--- config.mk ---
export PLATFORM = sky130hd
export DESIGN_NAME = mda_port_ctrl_flat
export DESIGN_NICKNAME = d
export VERILOG_FILES = /design/src/rtl/mda_pkg.sv /design/src/rtl/mda_port_ctrl_if.sv /design/src/rtl/mda_sync_debounce.sv /design/src/rtl/mda_port_ctrl.sv /design/src/flat_wrapper.sv
export SDC_FILE = /design/constraint.sdc
export NUM_CORES = 1
export LEC_CHECK = 0
export ABC_CLOCK_PERIOD_IN_PS = 2250
export BUFFER_PORTS_ARGS = -buffer_cell sky130_fd_sc_hd__buf_2
export CAP_MARGIN = 5
export CORE_ASPECT_RATIO = 0.7
export CORE_MARGIN = 5
export CORE_UTILIZATION = 40
export CTS_BUF_LIST = sky130_fd_sc_hd__clkbuf_4 sky130_fd_sc_hd__clkbuf_8
export DETAILED_ROUTE_END_ITERATION = 10
export HOLD_SLACK_MARGIN = 0.06
export PLACE_DENSITY_LB_ADDON = 0.15
export SLEW_MARGIN = 25
export SYNTH_ARGS = -nofsm -noshare
export SYNTH_HDL_FRONTEND = slang
export SYNTH_SLANG_ARGS = --single-unit
--- constraint.sdc ---
create_clock -name clk -period 2.25 [get_ports clk]
set_input_delay 0.1125 -clock clk [delete_from_list [all_inputs] [get_ports clk]]
set_output_delay 0.1125 -clock clk [all_outputs]
set_load 0.02 [all_outputs]
--- src/rtl/mda_pkg.sv ---
// Shared definitions for the MDA-to-HDMI port controller.
//   - colour-select codes as seen on colour_sel
//   - lock FSM state encoding
//   - default MDA timing values used as parameter defaults
//   - output status bundle and a small range-check helper
package mda_pkg;

  localparam logic [1:0] COL_GREEN  = 2'b00;
  localparam logic [1:0] COL_YELLOW = 2'b01;
  localparam logic [1:0] COL_WHITE  = 2'b10;
  localparam logic [1:0] COL_RED    = 2'b11;

  localparam int unsigned LINES_W = 10;

  // 16.257 MHz pixel clock, ~370 lines per frame
  localparam int unsigned MDA_DEBOUNCE_CYCLES = 162570;  // 10 ms
  localparam int unsigned MDA_LINES_MIN       = 360;
  localparam int unsigned MDA_LINES_MAX       = 380;
  localparam int unsigned MDA_LOCK_FRAMES     = 4;
  localparam int unsigned MDA_VSYNC_TIMEOUT   = 524288;

  typedef enum logic [1:0] {
    SEARCH = 2'd0,
    CHECK  = 2'd1,
    LOCKED = 2'd2
  } lock_state_e;

  // Everything the port datapath sees, registered together
  typedef struct packed {
    logic [1:0]         colour;
    logic               locked;
    logic [LINES_W-1:0] line_count;
  } port_status_t;

  function automatic logic in_range(input logic [LINES_W-1:0] v,
                                    input logic [LINES_W-1:0] lo,
                                    input logic [LINES_W-1:0] hi);
    return (v >= lo) && (v <= hi);
  endfunction

endpackage

--- src/rtl/mda_port_ctrl_if.sv ---
// Port bundle between the raw CRTC/switch side and the port controller.
//   master : drives raw hsync/vsync/switch2/switch3, observes status
//   slave  : the controller; receives raw inputs, drives colour_sel,
//            video_en, locked, line_count
interface mda_port_ctrl_if;

  logic                        hsync;
  logic                        vsync;
  logic                        switch2;
  logic                        switch3;
  logic [1:0]                  colour_sel;
  logic                        video_en;
  logic                        locked;
  logic [mda_pkg::LINES_W-1:0] line_count;

  modport master (
    output hsync, vsync, switch2, switch3,
    input  colour_sel, video_en, locked, line_count
  );

  modport slave (
    input  hsync, vsync, switch2, switch3,
    output colour_sel, video_en, locked, line_count
  );

endinterface

--- src/rtl/mda_sync_debounce.sv ---
// Two-flop synchroniser plus stability filter for a W-bit switch code.
// A code is accepted into pending_o once it has been seen unchanged for
// DEBOUNCE_CYCLES consecutive synchronised samples.
//   clk, rst_n : clock, async active-low reset
//   raw_i      : asynchronous switch inputs
//   pending_o  : last accepted (debounced) code
module mda_sync_debounce
  import mda_pkg::*;
#(
  parameter int unsigned W               = 2,
  parameter int unsigned DEBOUNCE_CYCLES = MDA_DEBOUNCE_CYCLES
) (
  input  logic         clk,
  input  logic         rst_n,
  input  logic [W-1:0] raw_i,
  output logic [W-1:0] pending_o
);

  localparam int unsigned   CW       = (DEBOUNCE_CYCLES > 1) ? $clog2(DEBOUNCE_CYCLES) : 1;
  localparam logic [CW-1:0] CNT_LAST = CW'(DEBOUNCE_CYCLES - 1);

  logic [1:0][W-1:0] sync_q;
  logic [W-1:0]      cand_q, cand_d;
  logic [W-1:0]      pending_q, pending_d;
  logic [CW-1:0]     cnt_q, cnt_d;

  always_comb begin
    cand_d    = cand_q;
    cnt_d     = cnt_q;
    pending_d = pending_q;
    if (sync_q[1] != cand_q) begin
      cand_d = sync_q[1];
      cnt_d  = '0;
    end else if (cnt_q != CNT_LAST) begin
      cnt_d = cnt_q + 1'b1;
    end
    // Counter parks at CNT_LAST, so this keeps re-loading the same value
    if (cnt_q == CNT_LAST) pending_d = cand_q;
  end

  always_ff @(posedge clk or negedge rst_n) begin
    if (!rst_n) begin
      sync_q    <= '0;
      cand_q    <= '0;
      cnt_q     <= '0;
      pending_q <= '0;
    end else begin
      sync_q    <= {sync_q[0], raw_i};
      cand_q    <= cand_d;
      cnt_q     <= cnt_d;
      pending_q <= pending_d;
    end
  end

  assign pending_o = pending_q;

endmodule

--- src/rtl/mda_port_ctrl.sv ---
// MDA-to-HDMI port control.
//   - synchronises hsync/vsync, detects rising edges
//   - debounces the colour switches, applies a new code only at vsync
//   - counts lines per frame and runs the SEARCH/CHECK/LOCKED sync-lock
//     FSM that gates video/DE until timing is stable
// Ports:
//   clk, rst_n : pixel clock, async active-low reset
//   bus        : slave side of mda_port_ctrl_if (raw syncs/switches in,
//                colour_sel / video_en / locked / line_count out)
module mda_port_ctrl
  import mda_pkg::*;
#(
  parameter int unsigned DEBOUNCE_CYCLES = MDA_DEBOUNCE_CYCLES,
  parameter int unsigned LINES_MIN       = MDA_LINES_MIN,
  parameter int unsigned LINES_MAX       = MDA_LINES_MAX,
  parameter int unsigned LOCK_FRAMES     = MDA_LOCK_FRAMES,
  parameter int unsigned VSYNC_TIMEOUT   = MDA_VSYNC_TIMEOUT
) (
  input  logic           clk,
  input  logic           rst_n,
  mda_port_ctrl_if.slave bus
);

  localparam int unsigned        TW       = (VSYNC_TIMEOUT > 1) ? $clog2(VSYNC_TIMEOUT) : 1;
  localparam logic [TW-1:0]      T_LAST   = TW'(VSYNC_TIMEOUT - 1);
  localparam int unsigned        GW       = $clog2(LOCK_FRAMES) + 1;
  localparam logic [GW-1:0]      G_LAST   = GW'(LOCK_FRAMES - 1);
  localparam logic [LINES_W-1:0] L_MIN    = LINES_W'(LINES_MIN);
  localparam logic [LINES_W-1:0] L_MAX    = LINES_W'(LINES_MAX);
  localparam logic [LINES_W-1:0] LINE_SAT = '1;

  // [0] = hsync, [1] = vsync; bits [1:0] synchronise, bit 2 is edge history
  logic [1:0][2:0]     sq_q;
  logic                hs_rise, vs_rise;

  logic [1:0]          pending_code;

  lock_state_e         state_q, state_d;
  logic [GW-1:0]       good_q, good_d;
  logic [LINES_W-1:0]  lines_q, lines_d;
  logic [TW-1:0]       timer_q, timer_d;
  port_status_t        stat_q, stat_d;
  logic                frame_ok, timeout;

  assign hs_rise = sq_q[0][1] & ~sq_q[0][2];
  assign vs_rise = sq_q[1][1] & ~sq_q[1][2];

  mda_sync_debounce #(
    .W              (2),
    .DEBOUNCE_CYCLES(DEBOUNCE_CYCLES)
  ) u_sw (
    .clk      (clk),
    .rst_n    (rst_n),
    .raw_i    ({bus.switch2, bus.switch3}),
    .pending_o(pending_code)
  );

  always_comb begin
    lines_d  = lines_q;
    timer_d  = timer_q;
    good_d   = good_q;
    state_d  = state_q;
    stat_d   = stat_q;
    frame_ok = in_range(lines_q, L_MIN, L_MAX);
    timeout  = (timer_q == T_LAST);

    // An hsync edge coinciding with vsync belongs to the new frame
    if (vs_rise)
      lines_d = {{(LINES_W-1){1'b0}}, hs_rise};
    else if (hs_rise && (lines_q != LINE_SAT))
      lines_d = lines_q + 1'b1;

    // Timer parks at T_LAST so timeout stays asserted until vsync returns
    if (vs_rise)
      timer_d = '0;
    else if (!timeout)
      timer_d = timer_q + 1'b1;

    if (vs_rise) begin
      // pending_code is the registered value, so a same-cycle debounce
      // update lands at the following frame boundary
      stat_d.colour     = pending_code;
      stat_d.line_count = lines_q;
      case (state_q)
        SEARCH: begin
          state_d = CHECK;
          good_d  = '0;
        end
        CHECK: begin
          if (!frame_ok) begin
            good_d = '0;
          end else if (good_q == G_LAST) begin
            state_d = LOCKED;
            good_d  = '0;
          end else begin
            good_d = good_q + 1'b1;
          end
        end
        LOCKED: begin
          if (!frame_ok) state_d = SEARCH;
        end
        default: begin
          state_d = SEARCH;
          good_d  = '0;
        end
      endcase
    end else if (timeout) begin
      state_d = SEARCH;
      good_d  = '0;
    end

    stat_d.locked = (state_d == LOCKED);
  end

  always_ff @(posedge clk or negedge rst_n) begin
    if (!rst_n) begin
      sq_q    <= '0;
      state_q <= SEARCH;
      good_q  <= '0;
      lines_q <= '0;
      timer_q <= '0;
      stat_q  <= '0;
    end else begin
      sq_q[0] <= {sq_q[0][1:0], bus.hsync};
      sq_q[1] <= {sq_q[1][1:0], bus.vsync};
      state_q <= state_d;
      good_q  <= good_d;
      lines_q <= lines_d;
      timer_q <= timer_d;
      stat_q  <= stat_d;
    end
  end

  assign bus.colour_sel = stat_q.colour;
  assign bus.locked     = stat_q.locked;
  assign bus.video_en   = stat_q.locked;
  assign bus.line_count = stat_q.line_count;

endmodule

--- src/flat_wrapper.sv ---
// flat-port wrapper written by rule: the top's interface ports become plain ports
module mda_port_ctrl_flat import mda_pkg::*;
#(
  parameter int unsigned DEBOUNCE_CYCLES = MDA_DEBOUNCE_CYCLES,
  parameter int unsigned LINES_MIN       = MDA_LINES_MIN,
  parameter int unsigned LINES_MAX       = MDA_LINES_MAX,
  parameter int unsigned LOCK_FRAMES     = MDA_LOCK_FRAMES,
  parameter int unsigned VSYNC_TIMEOUT   = MDA_VSYNC_TIMEOUT
)
  (clk, rst_n, bus_hsync, bus_vsync, bus_switch2, bus_switch3, bus_colour_sel, bus_video_en, bus_locked, bus_line_count);
  mda_port_ctrl_if bus_i ();
  input  logic clk;
  input  logic rst_n;
  input wire logic [$bits(bus_i.hsync)-1:0] bus_hsync;
  input wire logic [$bits(bus_i.vsync)-1:0] bus_vsync;
  input wire logic [$bits(bus_i.switch2)-1:0] bus_switch2;
  input wire logic [$bits(bus_i.switch3)-1:0] bus_switch3;
  output wire logic [$bits(bus_i.colour_sel)-1:0] bus_colour_sel;
  output wire logic [$bits(bus_i.video_en)-1:0] bus_video_en;
  output wire logic [$bits(bus_i.locked)-1:0] bus_locked;
  output wire logic [$bits(bus_i.line_count)-1:0] bus_line_count;
  assign bus_i.hsync = bus_hsync;
  assign bus_i.vsync = bus_vsync;
  assign bus_i.switch2 = bus_switch2;
  assign bus_i.switch3 = bus_switch3;
  assign bus_colour_sel = bus_i.colour_sel;
  assign bus_video_en = bus_i.video_en;
  assign bus_locked = bus_i.locked;
  assign bus_line_count = bus_i.line_count;
  mda_port_ctrl #(.DEBOUNCE_CYCLES(DEBOUNCE_CYCLES), .LINES_MIN(LINES_MIN), .LINES_MAX(LINES_MAX), .LOCK_FRAMES(LOCK_FRAMES), .VSYNC_TIMEOUT(VSYNC_TIMEOUT)) u_core (.clk(clk), .rst_n(rst_n), .bus(bus_i));
endmodule
==> impl_metrics.toml <==
[outcome]
status = "completed"

[routing]
dr.pass1.iters = 4
drtIter0Drc = 190
routed-via-count = 2607
drc = 0
routedWlPerCell_um = 13.8
drt-total-wl_um = 7080
antenna_left = 0
vias_per_cell = 5.07

[sta]
relSlewSlack = 0.559
finalHoldViolations = 0
worst_pin_slew_ps = 660
slew_viol_final = 0
min_period_ps = 1960
rsz0062_at_grt = "false"
setup_tns_ps = 0
hold_ws_ps = 235
setup-violations-final = 0
max_freq_mhz = 509
period_share = 0.873
fin_worst_skew_ps = 11.6

[flow_run]
maxCapViolCount = 0

[clocking]
htree_levels = 3
cts_max_path_buffers = 2
cts_buffers = 9
clock-sinks = 79
cts_tree = "built"
cts.reportedPaths.clkPinSlew_ps = 90
ctsResizeCount = 0
clkLatencyLatePin_ps = 350
cts-root-buf = "clkbuf_8"

[power_and_ir_drop]
p_per_area_nw_per_um2 = 656
worst_ir_drop_vdd_uv = 334
leakagePower_nw = 1.80

[final_layout]
area_delta_synth_final_pct = 12.6
drive_above_1_share = 0.126
antenna_cells = 0
fin_area_um2 = 4090
fin_cells = 514
finalNetCount = 397

[synthesis]
synth_top_area_cell = "dfrtp_1"
synth_top_area_share = 0.544
synth_edf_count = 0
synthCells = 361
ys_top_cells_by_area = "dfrtp_1, nand2_1, nor2_1"
syn_area_per_cell_um2 = 10.1
ys_seq_elements = 79
ys_warn_count = 0
post_synth_num_cell_types = 51
dominantRegCellSynth = "dfrtp_1"
async_reset_ff_frac = 1.00
synth_area_um2 = 3640
yosys-top-cells-count = "dfrtp_1, nand2_1, nor2_1"
ys_seq_area_frac = 0.544
synth_nets = 373
yosys.cell_count.top_type = "dfrtp_1"

[setup_path]
critPathArrivalTime_ps = 2210
reg2reg_setup_slack_ps = 290
reg2regPathDepth = 4
crit_required_ps = 2500
path_max_fanout = 7
reg2reg_from = "u_core.lines_q[9]"
startpoint_type = "register"
critPathLaunch = "u_core.lines_q[9]"
endpoint = "u_core.state_q[0]"
r2r_end = "u_core.state_q[0]"
endpoint_kind = "register"
path_class = "reg -> reg"

[floorplanning]
start_util = 0.406
io-pin-count = 20
die_area_um2 = 11100
die_h_um = 89.8
rows = 29
core_um2 = 8960
chipWidth_um = 124

[placement]
dp_hpwl_um = 4980
place_congestion = 0.751
io_buffer_count = 19
place_area_um2 = 3860
place_inst = 493

[global_routing]
grt_max_degree = 46
overflow = 0
grt_pass1_vias = 2493
grt_pass1_wl_um = 12100
antenna_found_initial = 0
grt_usage = 0.136

[hold_path]
hold_path_class = "in -> async"
-- critical path, stage by stage, from the launching register on --
cell      delay [ps]
dfrtp_1          460
or3b_2           520
a211oi_1         460
a311oi_1         170
a31o_2           240
-- layout make-up --
| type | instances | area, um2 |
|---|---|---|
| clock inverters | 7 | 55.1 |
| flip-flops and latches | 79 | 1980 |
| repair buffers | 28 | 190 |
| fillers | 885 | 4870 |
| clock buffers | 9 | 124 |
| inverters | 9 | 33.8 |
| multi-input cells | 258 | 1560 |
| well taps | 124 | 155 |
-- how the worst min path moves through the flow --
stage / to / cells after the start / start / slack, ps
global placement: u_core.u_sw.cand_q[1] / 1 / rst_n / 100
floorplan: u_core.bus.colour_sel[0] / 0 / rst_n / -180
detailed placement: u_core.u_sw.pending_o[1] / 1 / rst_n / 100
finish: u_core.bus.colour_sel[1] / 2 / rst_n / 230
global route: u_core.u_sw.cand_q[1] / 2 / rst_n / 280
CTS: u_core.u_sw.cand_q[1] / 2 / rst_n / 230
-- report_power, final --
group / leakage [nW] / switching (W) / total, W / internal (W)
sequential: 1.06 / 0.0000506 / 0.00153 / 0.00148
combinational: 0.655 / 0.000128 / 0.000204 / 0.0000767
clock: 0.0866 / 0.000544 / 0.000956 / 0.000411
total: 1.80 / 0.000723 / 0.00269 / 0.00196
-- metal layers --
layer / share of wire / global-route usage
met1: 0.54 / 0.211
met2: 0.39 / 0.177
met5: 0 / 0
met4: 0.016 / 0.0428
met3: 0.051 / 0.0452
-- layout by cell type (no fill, tap or decap), drive strengths merged, types with 3 or more instances in the layout --
cell type and n:
dfrtp 79, nand2 48, nor2 42, buf 23
nand3 17, o21ai 17, xnor2 14, xor2 14
a21oi 13, inv 12, nand4 9, clkbuf 9
and3 7, a211oi 7, or3 7, and4 6
ha 6, and2 5, dlygate4sd3 5, a31oi 4
nor2b 4, o211ai 3, o31ai 3
-- cell families after synthesis --
logic type | share of synthesized area
AOI/OAI and AO/OA | 0.105
and+or+nand+nor | 0.224
buffers and inverters | 0.0282
DFF | 0.544
muxes | 0.0110
xor gates and xnor gates | 0.0674
adders and majority gates | 0.0206
-- registers in the layout, summed over array words and instances, names as in the netlist --
name / flops
u_core.timer_q: 19
u_core.u_sw.cnt_q: 18
u_core.good_q: 3
u_core.lines_q: 10
u_core.u_sw.pending_o: 2
u_core.u_sw.cand_q: 2
u_core.bus.line_count: 10
u_core.sq_q: 6
u_core.state_q: 2
u_core.bus.locked: 1
u_core.bus.colour_sel: 2
u_core.u_sw.sync_q: 4
-- per-stage QoR --
| step | total power (W) | worst slack [ps] | util |
|---|---|---|---|
| final | 0.00269 | 286 | 0.457 |
| after CTS | 0.00274 | 305 | 0.457 |
| after detailed placement | 0.00176 | 311 | 0.431 |
| after floorplan | 0.00167 | 435 | - |
| after global placement | 0.00175 | 355 | 0.431 |
| after global routing | 0.00282 | 55.5 | 0.457 |
-- what timing repair did --
item / in CTS / in global routing
setup buffers: 0 / 0
endpoints found under the hold margin: 38 / 0
hold buffers: 5 / 0
Power figures use the tool's default switching activity.
